`src/rtl/vram_pattern_filler.sv`:
```
// Pattern-fill engine: paints an H_RES x V_RES frame with a tiled two-colour pattern, one write per accepted cycle.
// Optional frame border in ~colour A is enabled by defining VRAM_FILLER_BORDER_EN.
module vram_pattern_filler #(
  parameter int H_RES     = 256,
  parameter int V_RES     = 256,
  parameter int TILE_LOG2 = 6,
  parameter int COLOR_W   = 3,
  parameter int ADDR_W    = 16
) (
  input  logic               Clock,
  input  logic               Reset,
  input  logic               iStart,
  input  logic [1:0]         iMode,
  input  logic [COLOR_W-1:0] iColorA,
  input  logic [COLOR_W-1:0] iColorB,
  input  logic               iWrReady,
  output logic               oWrEnable,
  output logic [ADDR_W-1:0]  oWrAddress,
  output logic [COLOR_W-1:0] oWrColor,
  output logic               oBusy,
  output logic               oDone,
  output logic [1:0]         dbg_state
);

  localparam int CW = (H_RES > 1) ? $clog2(H_RES) : 1;
  localparam int RW = (V_RES > 1) ? $clog2(V_RES) : 1;
  localparam logic [CW-1:0] COL_MAX = CW'(H_RES - 1);
  localparam logic [RW-1:0] ROW_MAX = RW'(V_RES - 1);

  typedef enum logic [1:0] {
    IDLE = 2'd0,
    FILL = 2'd1,
    DONE = 2'd2
  } state_t;

  state_t             state;
  state_t             state_next;
  logic [CW-1:0]      col;
  logic [RW-1:0]      row;
  logic [1:0]         mode_r;
  logic [COLOR_W-1:0] color_a;
  logic [COLOR_W-1:0] color_b;
  logic               filling;
  logic               accept;
  logic               col_last;
  logic               row_last;
  logic               tc0;
  logic               tr0;
  logic               parity;
  logic [COLOR_W-1:0] pixel;

  // Handshake: a write transfers on any rising edge where oWrEnable and iWrReady are both high;
  // while iWrReady is low the address/colour hold because they derive only from the counters.
  assign filling  = (state == FILL);
  assign accept   = filling && iWrReady;
  assign col_last = (col == COL_MAX);
  assign row_last = (row == ROW_MAX);
  assign dbg_state = state;

  always_ff @(posedge Clock or posedge Reset) begin
    if (Reset) begin
      state   <= IDLE;
      col     <= '0;
      row     <= '0;
      mode_r  <= 2'd0;
      color_a <= '0;
      color_b <= '0;
    end else begin
      state <= state_next;
      if (state == IDLE && iStart) begin
        mode_r  <= iMode;
        color_a <= iColorA;
        color_b <= iColorB;
        col     <= '0;
        row     <= '0;
      end else if (accept) begin
        // Row counter is exactly log2(V_RES) wide, so it wraps to 0 after the last pixel.
        col <= col_last ? '0 : col + CW'(1);
        if (col_last) row <= row + RW'(1);
      end
    end
  end

  always_comb begin
    state_next = state;
    oWrEnable  = 1'b0;
    oBusy      = 1'b0;
    oDone      = 1'b0;
    case (state)
      IDLE: if (iStart) state_next = FILL;
      FILL: begin
        oWrEnable = 1'b1;
        oBusy     = 1'b1;
        if (accept && col_last && row_last) state_next = DONE;
      end
      DONE: begin
        oDone      = 1'b1;
        state_next = IDLE;
      end
      default: state_next = IDLE;
    endcase
  end

  // Tile index LSBs; a tile as wide as the frame leaves the index constant 0.
  generate
    if (TILE_LOG2 < CW) begin : g_tc
      assign tc0 = col[TILE_LOG2];
    end else begin : g_tc_zero
      assign tc0 = 1'b0;
    end
    if (TILE_LOG2 < RW) begin : g_tr
      assign tr0 = row[TILE_LOG2];
    end else begin : g_tr_zero
      assign tr0 = 1'b0;
    end
  endgenerate

  always_comb begin
    parity = 1'b0;
    case (mode_r)
      2'd0:    parity = tc0 ^ tr0;
      2'd1:    parity = tc0;
      2'd2:    parity = tr0;
      default: parity = 1'b0;
    endcase
    pixel = parity ? color_b : color_a;
`ifdef VRAM_FILLER_BORDER_EN
    if (col == '0 || col_last || row == '0 || row_last) pixel = ~color_a;
`endif
    oWrColor   = filling ? pixel : '0;
    oWrAddress = filling ? ADDR_W'({row, col}) : '0;
  end

endmodule

```
`config.mk`:
```
export PLATFORM = sky130hd
export DESIGN_NAME = vram_pattern_filler
export DESIGN_NICKNAME = d
export VERILOG_FILES = /design/src/rtl/vram_pattern_filler.sv
export SDC_FILE = /design/constraint.sdc
export NUM_CORES = 1
export LEC_CHECK = 0
export ABC_AREA = 1
export BUFFER_PORTS_ARGS = -buffer_cell sky130_fd_sc_hd__buf_2
export CAP_MARGIN = 0
export CORE_ASPECT_RATIO = 1.5
export CORE_UTILIZATION = 55
export CTS_BUF_LIST = sky130_fd_sc_hd__clkbuf_2
export CTS_CLUSTER_DIAMETER = 100
export DETAILED_ROUTE_END_ITERATION = 7
export PLACE_DENSITY = 0.82
export SLEW_MARGIN = 20
export SYNTH_ARGS = -nofsm -noshare
export SYNTH_HDL_FRONTEND = slang
export SYNTH_SLANG_ARGS = --single-unit
```
`constraint.sdc`:
```
create_clock -name Clock -period 1.7 [get_ports Clock]
set_clock_uncertainty 0.15 [all_clocks]
set_input_delay 0.34 -clock Clock [delete_from_list [all_inputs] [get_ports Clock]]
set_output_delay 0.34 -clock Clock [all_outputs]
set_load 0.02 [all_outputs]
```
; ---- Yosys cells after proc, flatten, opt, wreduce, memory -nomap -nowiden
; Index checks and enable logic that the tools add are counted.
; Widths: inputs -> output; s select.
[classes]
order_cmp = 0
muxes = 15
shifts = 0
multipliers = 0
n_reduce_logical = 10
n_div = 0
n_addsub = 2
n_bitwise = 1
n_eq_ne = 8
[op_table]
columns = op, count
row1 = $mux 8, 6
row2 = $add 8x1->8 const B, 2
row3 = $eq 8x8->1 const B, 2
row4 = $mux 16, 1
row5 = $mux 3, 2
row6 = $eq 2x1->1 const B, 2
row7 = $eq 2x2->1 const B, 2
row8 = $logic_and 1x1->1, 4
row9 = $logic_not 2->1, 2
row10 = $mux 2, 2
row11 = $pmux 2 s2, 1
row12 = $reduce_and 2->1, 2
row13 = $reduce_bool 2->1, 2
row14 = $pmux 1 s3, 1
row15 = $mux 1, 2
row16 = $ne 2x1->1 const B, 1
row17 = $ne 2x2->1 const B, 1
row18 = $xor 1x1->1, 1
[totals]
reg_bits = 26
n_memories = 0
mem_bits_rw = 0
word_cells = 42
latch_bits = 0
mem_bits_ro = 0

; ---- Longest topological paths before layout
; Gate-level depths: netlist of run 1.
[logic_depth]
depth_word = 6
depth_mapped = 8

; ---- Worst setup path before layout of run 1
; No wires, ideal clock.
[synth_path]
path_kind = reg2out
start = register state[1] (netlist: dbg_state[1])
end = output oWrColor[0]
path_stages_with_launch = 6
slack_ps = -162
path_buffers = 0
t_arrival_ps = 1372
required_ps = 1210
cell_sequence = dfrtp_1 inv_1 nand2_1 inv_1 o21ai_0 nor2_1
[synth_via]
elab_chain_cells = 2
[synth_lines]
columns = element, line_no
row1 = start: declaration, 36  ; state_t state;
row2 = start signal: assignment, 69  ; state <= state_next;
row3 = $eq 2x1->1, 54  ; assign filling = (state == FILL);
row4 = $mux 3, 130  ; oWrColor = filling ? pixel : '0;
row5 = end: declaration, 19  ; output logic [COLOR_W-1:0] oWrColor,
; No other way between the ends.

; ---- Worst setup path in the final report of run 1
[layout_path]
start = register col[6]
end = output oWrColor[2]
[layout_via]
elab_chain_cells = 4
[layout_lines]
columns = element, line_no
row1 = start: declaration, 38  ; logic [CW-1:0] col;
row2 = start signal: assignment, 78  ; col <= col_last ? '0 : col + CW'(1);
row3 = $xor 1x1->1, 121  ; 2'd0: parity = tc0 ^ tr0;
row4 = $pmux 1 s3 (*), 120  ; case (mode_r)
row5 = $mux 3 (*), 126  ; pixel = parity ? color_b : color_a;
row6 = $mux 3 (*), 130
; Every way passes the cells marked *; elsewhere a longest branch is shown, timed or not.

==> metrics.txt, run 1 <==
Vias=1773; CP Class=reg -> out; gr usage total=0.325; commonest non-fill, non-tap cell in the layout=nand2_1; Register Area=651 um^2; clk buf depth=2; final hold violations=1; Synth Area per Inst=7.23 um^2; violations in the final reports=hold timing, setup timing; initial antenna violation count=0; net count after synthesis=about 220; Wirelength per Cell=17.9 um; grt ovf=0; sequential share of the synthesized area=0.431; yosys warns=0; Worst-path clk slew=290 ps; peak supply drop=0.893 mV; CTS tree=done; Final Net Count=287; Initial DRC Count=98; unrepaired setup endpoints after global routing=true; setup tns final=-5200 ps; Routed Antenna Nets=0; GP Congestion=0.896; final wirelength=5.50 mm; Via density=5.76; most frequent cells in the layout=51 x nand2_1, 26 x dfrtp_1, 22 x buf_6; critical path required time=1210 ps; Core ar.=around 2500 um^2; CP Launch Type=flip-flop; Logic pwr share=0.490; # diodes=0; sequential share of power=0.357; share of layout cells above drive strength 1=0.415; NetSw=around 0.0012 W; Syn-to-layout area delta=57.7%; measured slew at the worst slew-check pin=344 ps; Pwr Density=1160 nW/um^2; H-tree levels=1; Worst Path Arrival=around 1600 ps; num rows=22; Tcrit/Tclk final=1.24; HP Class=in -> reg; worst setup margin=-407 ps; clk_lat worst skew=420 ps; P_leak=approximately 1.1 nW; Num CTS Buffers=3; Yosys top cell area share=0.431; largest cells by area after synthesis=dfrtp_1 43%, nand2_1 13%, nor2_1 9.2%; vias in the first global route=1571; multi-input logic area=about 940 um^2; fill cell count=90; Inst Count DP=283; dpl hpwl=2.43 mm; Die Ht=66.2 um; fin crit period=2110 ps; Cells after Synth=209; final max-slew violation count=0; Internal=0.00159 W; Die Area=2960 um^2; # IOs=36; 1st-pass router iterations=4; CP Capture Type=output port; Buffers on Ports=35; final setup fails=31; final worst hold slack=-34.3 ps; Max-Cap Viols=0; largest fanout on the critical path=4; post-synthesis register bit count=26; initial core utilization=0.596; DRC=0; clock share of power=0.153; leading area contributor after synthesis=dfrtp_1; total power=0.00277 W; normalized max-slew margin=0.770; Clock Tree Root=clkbuf_2; switching share of total power=0.425; Netlist Area Pre-Place=between 1500 and 2000 um^2; clk sinks=26; status=finished, violations left; Layout Cells excl Fill=308; Yosys cell types=27; largest net degree at the start of global routing=27; post-layout util=0.941; die width=roughly 45 um; first-pass GRT wire length=~7.1 mm; Max Fclk=0.475 GHz
## synthesized netlist by cell type (all sizes together)
library cell and instances:
inv 29, o21ai 16, nand3b 1, dfrtp 26, xor2 1, nor2 38
buf 4, o21a 1, nand4 3, a21oi 5, nor3 5, nor4 1
clkbuf 1, nand3 17, ha 2, nand2 58, o21bai 1
## critical path: stages (launching register included)
cell and delay, ps:
dfrtp_1 500, inv_2 90, o21bai_4 130, nand2_4 90, inv_4 100, nor2_4 40
nor2_2 100, buf_4 150
## power groups by stage
| stage | sequential, W | clock, W | combinational [W] |
|---|---|---|---|
| floorplan | 0.000916 | 0 | 0.000608 |
| global placement | 0.000944 | 0 | 0.000824 |
| detailed placement | 0.000944 | 0 | 0.000844 |
| CTS | 0.000930 | 0.000403 | 0.00117 |
| global route | 0.00101 | 0.000442 | 0.00144 |
| finish | 0.000988 | 0.000424 | 0.00136 |
## cells by family (layout without fill, tap and decap cells)
logic type,after synthesis,count (layout),synth area share
simple gates,123,123,0.365
compound gates,23,23,0.0870
buf+inv,34,97,0.0944
flops,26,26,0.431
fa+ha+maj,2,2,0.0166
xor+xnor,1,1,0.00580
## registers in the layout, indices dropped and copies added, names as in the netlist
register	flops
col	8
color_a	3
dbg_state	2
mode_r	2
color_b	3
row	8
## final cells by class
class	instances	area share
Inverter	29	0.0504
Multi-Input combinational cell	149	0.395
Timing Repair Buffer	64	0.244
Clock buffer	3	0.00630
Clock inverter	1	0.0126
Tap cell	36	0.0189
Sequential cell	26	0.273
## worst paths after layout
path                                 start           to  slack, ps  cells after the start
worst max-delay path                col[6]  oWrColor[2]       -410                      7
max in group asynchronous            Reset       row[1]        810                      4
min in group asynchronous            Reset       col[4]        310                      4
worst min register to register  color_a[2]   color_a[2]        420                      2
worst min-delay path              iMode[1]    mode_r[1]        -30                      3
worst max register to register      col[6]       col[3]        -50                      8
## timing repair
item,4_1_cts,5_1_grt
gates resized for setup,77,40
buffers inserted,4,9
pin swaps,2,8
endpoints found under the setup margin,21,32
hold buffers,8,0
endpoints found under the hold margin,33,0
gates cloned,0,0
## through the flow
stage                     area, um^2  worst slack, ps
after floorplan                 1520             7.37
after global placement          1770              111
after detailed placement        1770             83.1
after CTS                       2180             -365
after global routing            2380             -459
final                           2380             -407
## per-layer routing
metal  GRT usage  routed length, um  share of wire  up-vias
met5           0                  0              0        -
met4       0.114                145          0.026        0
met3      0.0246                326          0.059       16
met2       0.583               3050           0.56      104
met1       0.398               1970           0.36      870
li1            -                  -              -      783
(Power assumes the default switching activity.)
==> run 2, diff against run 1 <==
--- a/config.mk
+++ b/config.mk
@@ -5,15 +5,14 @@
 export SDC_FILE = /design/constraint.sdc
 export NUM_CORES = 1
 export LEC_CHECK = 0
-export ABC_AREA = 1
 export BUFFER_PORTS_ARGS = -buffer_cell sky130_fd_sc_hd__buf_2
 export CAP_MARGIN = 0
 export CORE_ASPECT_RATIO = 1.5
-export CORE_UTILIZATION = 55
+export CORE_UTILIZATION = 54
 export CTS_BUF_LIST = sky130_fd_sc_hd__clkbuf_2
 export CTS_CLUSTER_DIAMETER = 100
 export DETAILED_ROUTE_END_ITERATION = 7
-export PLACE_DENSITY = 0.82
+export PLACE_DENSITY = 0.81
 export SLEW_MARGIN = 20
 export SYNTH_ARGS = -nofsm -noshare
 export SYNTH_HDL_FRONTEND = slang
==> run 2 against run 1 <==
Effect of this change: the run now fails in global routing; synthesized cell count fell by 20%; area after synthesis decreased by 4.9%.
==> metrics.txt, run 2 <==
status=aborted with a tool error; Exit stage=global routing; stop err=[ERROR DPL-0038] Utilization greater than 100%, impossible to legalize; clk buf depth=2 (unchanged); Die Ht=65.2 um (-1.5%); dpl ws=-136 ps (-219 ps); initial core utilization=0.580 (-0.0165); Clock Tree Root=clkbuf_2; net count after synthesis=181 (-19%); Yosys top cell area share=0.453 (+0.0221); sequential share of the synthesized area=0.453 (+0.0221); post-synthesis register bit count=26 (unchanged); synth cell count leaders=34 x nand2_1, 26 x dfrtp_1, 17 x nor2_1, 16 x and2_1; largest cells by area after synthesis=dfrtp_1 45%, nand2_1 8.9%, and2_1 7.0%; Main synth FF type=dfrtp_1; placed cell area=1820 um^2 (+3.0%); clk sinks=26 (unchanged); top-count cell post-synth=nand2_1; yosys warns=0 (unchanged); Netlist Area Pre-Place=1440 um^2 (-4.9%); Buffers on Ports=35 (unchanged); H-tree levels=1 (unchanged); asr flop ratio synth=1.00 (unchanged); largest net degree at the start of global routing=27; GP Congestion=0.904 (+0.83%); # IOs=36 (unchanged); number of synthesized flops with an enable pin=0 (unchanged); Yosys cell types=29 (+7.4%); num rows=22 (unchanged); Num CTS Buffers=3 (unchanged); Synth Area per Inst=8.60 um^2 (+19%); dpl hpwl=2.60 mm (+6.8%); die width=44.1 um (-1.5%); leading area contributor after synthesis=dfrtp_1; Cells after Synth=167 (-20%); Worst EP post-GRT repair=oWrColor[1]; Worst EP kind=top-level output
-- run 2: repair_timing --
item	CTS
hold buffers	1
buffers inserted	15
gates cloned	3
gates resized for setup	83
endpoints found under the setup margin	29
endpoints found under the hold margin	26
pin swaps	17
-- run 2: through the flow --
step | hold slack, ps | instances
3_5_place_dp | 263 | 239
2_1_floorplan | 230 | 167
4_1_cts | 4.65 | 262
3_3_place_gp | 253 | 239
-- run 2: kinds of logic after synthesis --
logic type / share of synthesized area
compound gates: 0.0618
flops: 0.453
fa+ha+maj: 0.0174
mux: 0.0488
buf+inv: 0.0348
xor+xnor: 0.0488
simple gates: 0.335
==> run 3, diff against run 2 <==
--- a/config.mk
+++ b/config.mk
@@ -7,12 +7,10 @@
 export LEC_CHECK = 0
 export BUFFER_PORTS_ARGS = -buffer_cell sky130_fd_sc_hd__buf_2
 export CAP_MARGIN = 0
-export CORE_ASPECT_RATIO = 1.5
-export CORE_UTILIZATION = 54
-export CTS_BUF_LIST = sky130_fd_sc_hd__clkbuf_2
-export CTS_CLUSTER_DIAMETER = 100
+export CORE_AREA = 2 2 63 65
 export DETAILED_ROUTE_END_ITERATION = 7
-export PLACE_DENSITY = 0.81
+export DIE_AREA = 0 0 65 67
+export PLACE_DENSITY_LB_ADDON = 0.15
 export SLEW_MARGIN = 20
 export SYNTH_ARGS = -nofsm -noshare
 export SYNTH_HDL_FRONTEND = slang
==> run 3 against run 2 <==
Effect of this change: the flow now finishes, with violations (setup timing); area after synthesis unchanged; synthesized cell count unchanged.
==> metrics.txt, run 3 <==
status=finished, violations left; violations in the final reports=setup timing; final max-slew violation count=0; CP Launch Type=flip-flop; vias in the first global route=1454; Clock Tree Root=clkbuf_8; leading area contributor after synthesis=dfrtp_1; gr usage total=0.198; synth cell count leaders=34 x nand2_1, 26 x dfrtp_1, 17 x nor2_1, 16 x and2_1; num rows=22 (unchanged); placed cell area=1890 um^2 (+3.7%); Syn-to-layout area delta=67.2%; Internal=0.00161 W; Yosys cell types=29 (unchanged); worst setup margin=-235 ps; fill cell count=about 300; yosys warns=0 (unchanged); unrepaired setup endpoints after global routing=true; fin area=2400 um^2; clk sinks=26 (unchanged); sequential share of power=0.337; final setup fails=24; P_leak=between 1 and 1.5 nW; normalized max-slew margin=0.773; Synth Area per Inst=8.60 um^2 (unchanged); first-pass GRT wire length=6.77 mm; Max-Cap Viols=0; clk_lat worst skew=270 ps; Max Fclk=0.517 GHz; Final Net Count=254; DRC=0; initial core utilization=0.398 (-0.181); number of synthesized flops with an enable pin=0 (unchanged); Cells after Synth=167 (unchanged); Tcrit/Tclk final=1.14; switching share of total power=0.330; critical path required time=around 1200 ps; most frequent cells in the layout=32 x nand2_1, 29 x buf_4, 28 x buf_6; die width=65 um (+47%); Pwr Density=999 nW/um^2; Buffers on Ports=35 (unchanged); largest fanout on the critical path=3; largest net degree at the start of global routing=27; peak supply drop=0.415 mV; # IOs=36 (unchanged); Yosys top cell area share=0.453 (unchanged); CTS tree=done; measured slew at the worst slew-check pin=341 ps; clk buf depth=2 (unchanged); largest cells by area after synthesis=dfrtp_1 45%, nand2_1 8.9%, and2_1 7.0%; Worst-path clk slew=100 ps; CP Capture Type=output port; sequential share of the synthesized area=0.453 (unchanged); H-tree levels=1 (unchanged); Netlist Area Pre-Place=1440 um^2 (unchanged); Initial DRC Count=68; fin crit period=1930 ps; Routed Antenna Nets=0; Die Ht=67 um (+2.8%); clock share of power=0.217; GP Congestion=0.854 (-5.5%); Logic pwr share=0.447; Inst Count DP=268 (+12%); Wirelength per Cell=around 15 um; initial antenna violation count=0; Via density=roughly 5; share of layout cells above drive strength 1=0.519; asr flop ratio synth=1.00 (unchanged); 1st-pass router iterations=4; final hold violations=0; final worst hold slack=approximately 100 ps; final wirelength=4.23 mm; Vias=1438; # diodes=0; NetSw=0.000793 W; post-synthesis register bit count=26 (unchanged); Worst Path Arrival=1440 ps; Core ar.=~3600 um^2; top-count cell post-synth=nand2_1; commonest non-fill, non-tap cell in the layout=nand2_1; CP Class=reg -> out; HP Class=in -> reg; Die Area=4360 um^2; dpl hpwl=2.72 mm (+4.6%); Main synth FF type=dfrtp_1; Num CTS Buffers=3 (unchanged); grt ovf=0; net count after synthesis=181 (unchanged); Layout Cells excl Fill=287; biggest regs=col (8), row (8)
-- run 3: cell counts after synthesis --
Identical to the previous run, type by type.
-- run 3: critical path, cell delays in order (launching register included) --
cell,delay [ps]
dfrtp_1,390
nor2b_4,150
xnor2_4,210
mux2i_1,240
nor2_2,50
buf_6,120
-- run 3: final timing paths --
check	slack [ps]	startpoint	depth (start not counted)	to
worst max-delay path	-230	row[6]	5	oWrColor[0]
worst min-delay path	100	iMode[1]	3	mode_r[1]
worst max register to register	-100	col[0]	5	row[4]
worst min register to register	340	color_a[1]	2	color_a[1]
max in group asynchronous	620	Reset	4	dbg_state[1]
min in group asynchronous	510	Reset	4	color_b[0]
-- run 3: stage by stage --
step | setup WS [ps] | util | setup TNS (ps) | power, W
2_1_floorplan | -39.1 | - | -48.4 | 0.00124
3_3_place_gp | -22.6 | 0.524 | -78.8 | 0.00153
3_5_place_dp | -60.7 | 0.524 | -333 | 0.00155
4_1_cts | -234 | 0.636 | -1520 | 0.00234
5_1_grt | -333 | 0.666 | -3610 | 0.00251
6_report | -235 | 0.666 | -2460 | 0.00240
-- run 3: cell families (layout without fill, tap and decap cells) --
group                      Yosys count  count (layout)  synth area share
and+or+nand+nor                     96              96             0.335
DFF                                 26              26             0.453
AOI/OAI and AO/OA                   16              16            0.0618
buffers and inverters               12              84            0.0348
xor gates and xnor gates             8               8            0.0488
muxes                                7               7            0.0488
adders and majority gates            2               2            0.0174
-- run 3: timing repair --
action                                 CTS  global route
setup endpoints to repair               26            40
resized for setup                       69            25
pin swaps                               12            14
endpoints found under the hold margin   26             0
setup buffers                           10             1
gates cloned                             2             1
hold buffers                             1             0
-- run 3: metal layers --
| layer | track usage | part of all wire | vias up |
|---|---|---|---|
| met1 | 0.271 | 0.45 | 698 |
| met5 | 0 | 0 | - |
| met4 | 0.0612 | 0.013 | 0 |
| li1 | - | - | 700 |
| met2 | 0.329 | 0.51 | 33 |
| met3 | 0.0236 | 0.031 | 7 |
-- run 3: power groups by stage --
| stage | Sequential [W] | Clock, W | Combinational [W] |
|---|---|---|---|
| final | 0.000808 | 0.000520 | 0.00107 |
| after detailed placement | 0.000796 | 0 | 0.000756 |
| after global placement | 0.000794 | 0 | 0.000741 |
| after floorplan | 0.000819 | 0 | 0.000420 |
| after CTS | 0.000794 | 0.000520 | 0.00102 |
| after global routing | 0.000815 | 0.000544 | 0.00115 |
-- run 3: area by class of cell --
cell class / instances / area, um^2 / share of cell area
multi-input combinational: 129 / 948 / 0.395
tap: 48 / 60.1 / 0.0250
clock inverter: 1 / 30.0 / 0.0125
timing repair buffer: 72 / 613 / 0.255
timing repair inverter: 3 / 28.8 / 0.0120
clock buffer: 3 / 41.3 / 0.0172
inverter: 5 / 26.3 / 0.0109
sequential: 26 / 653 / 0.272
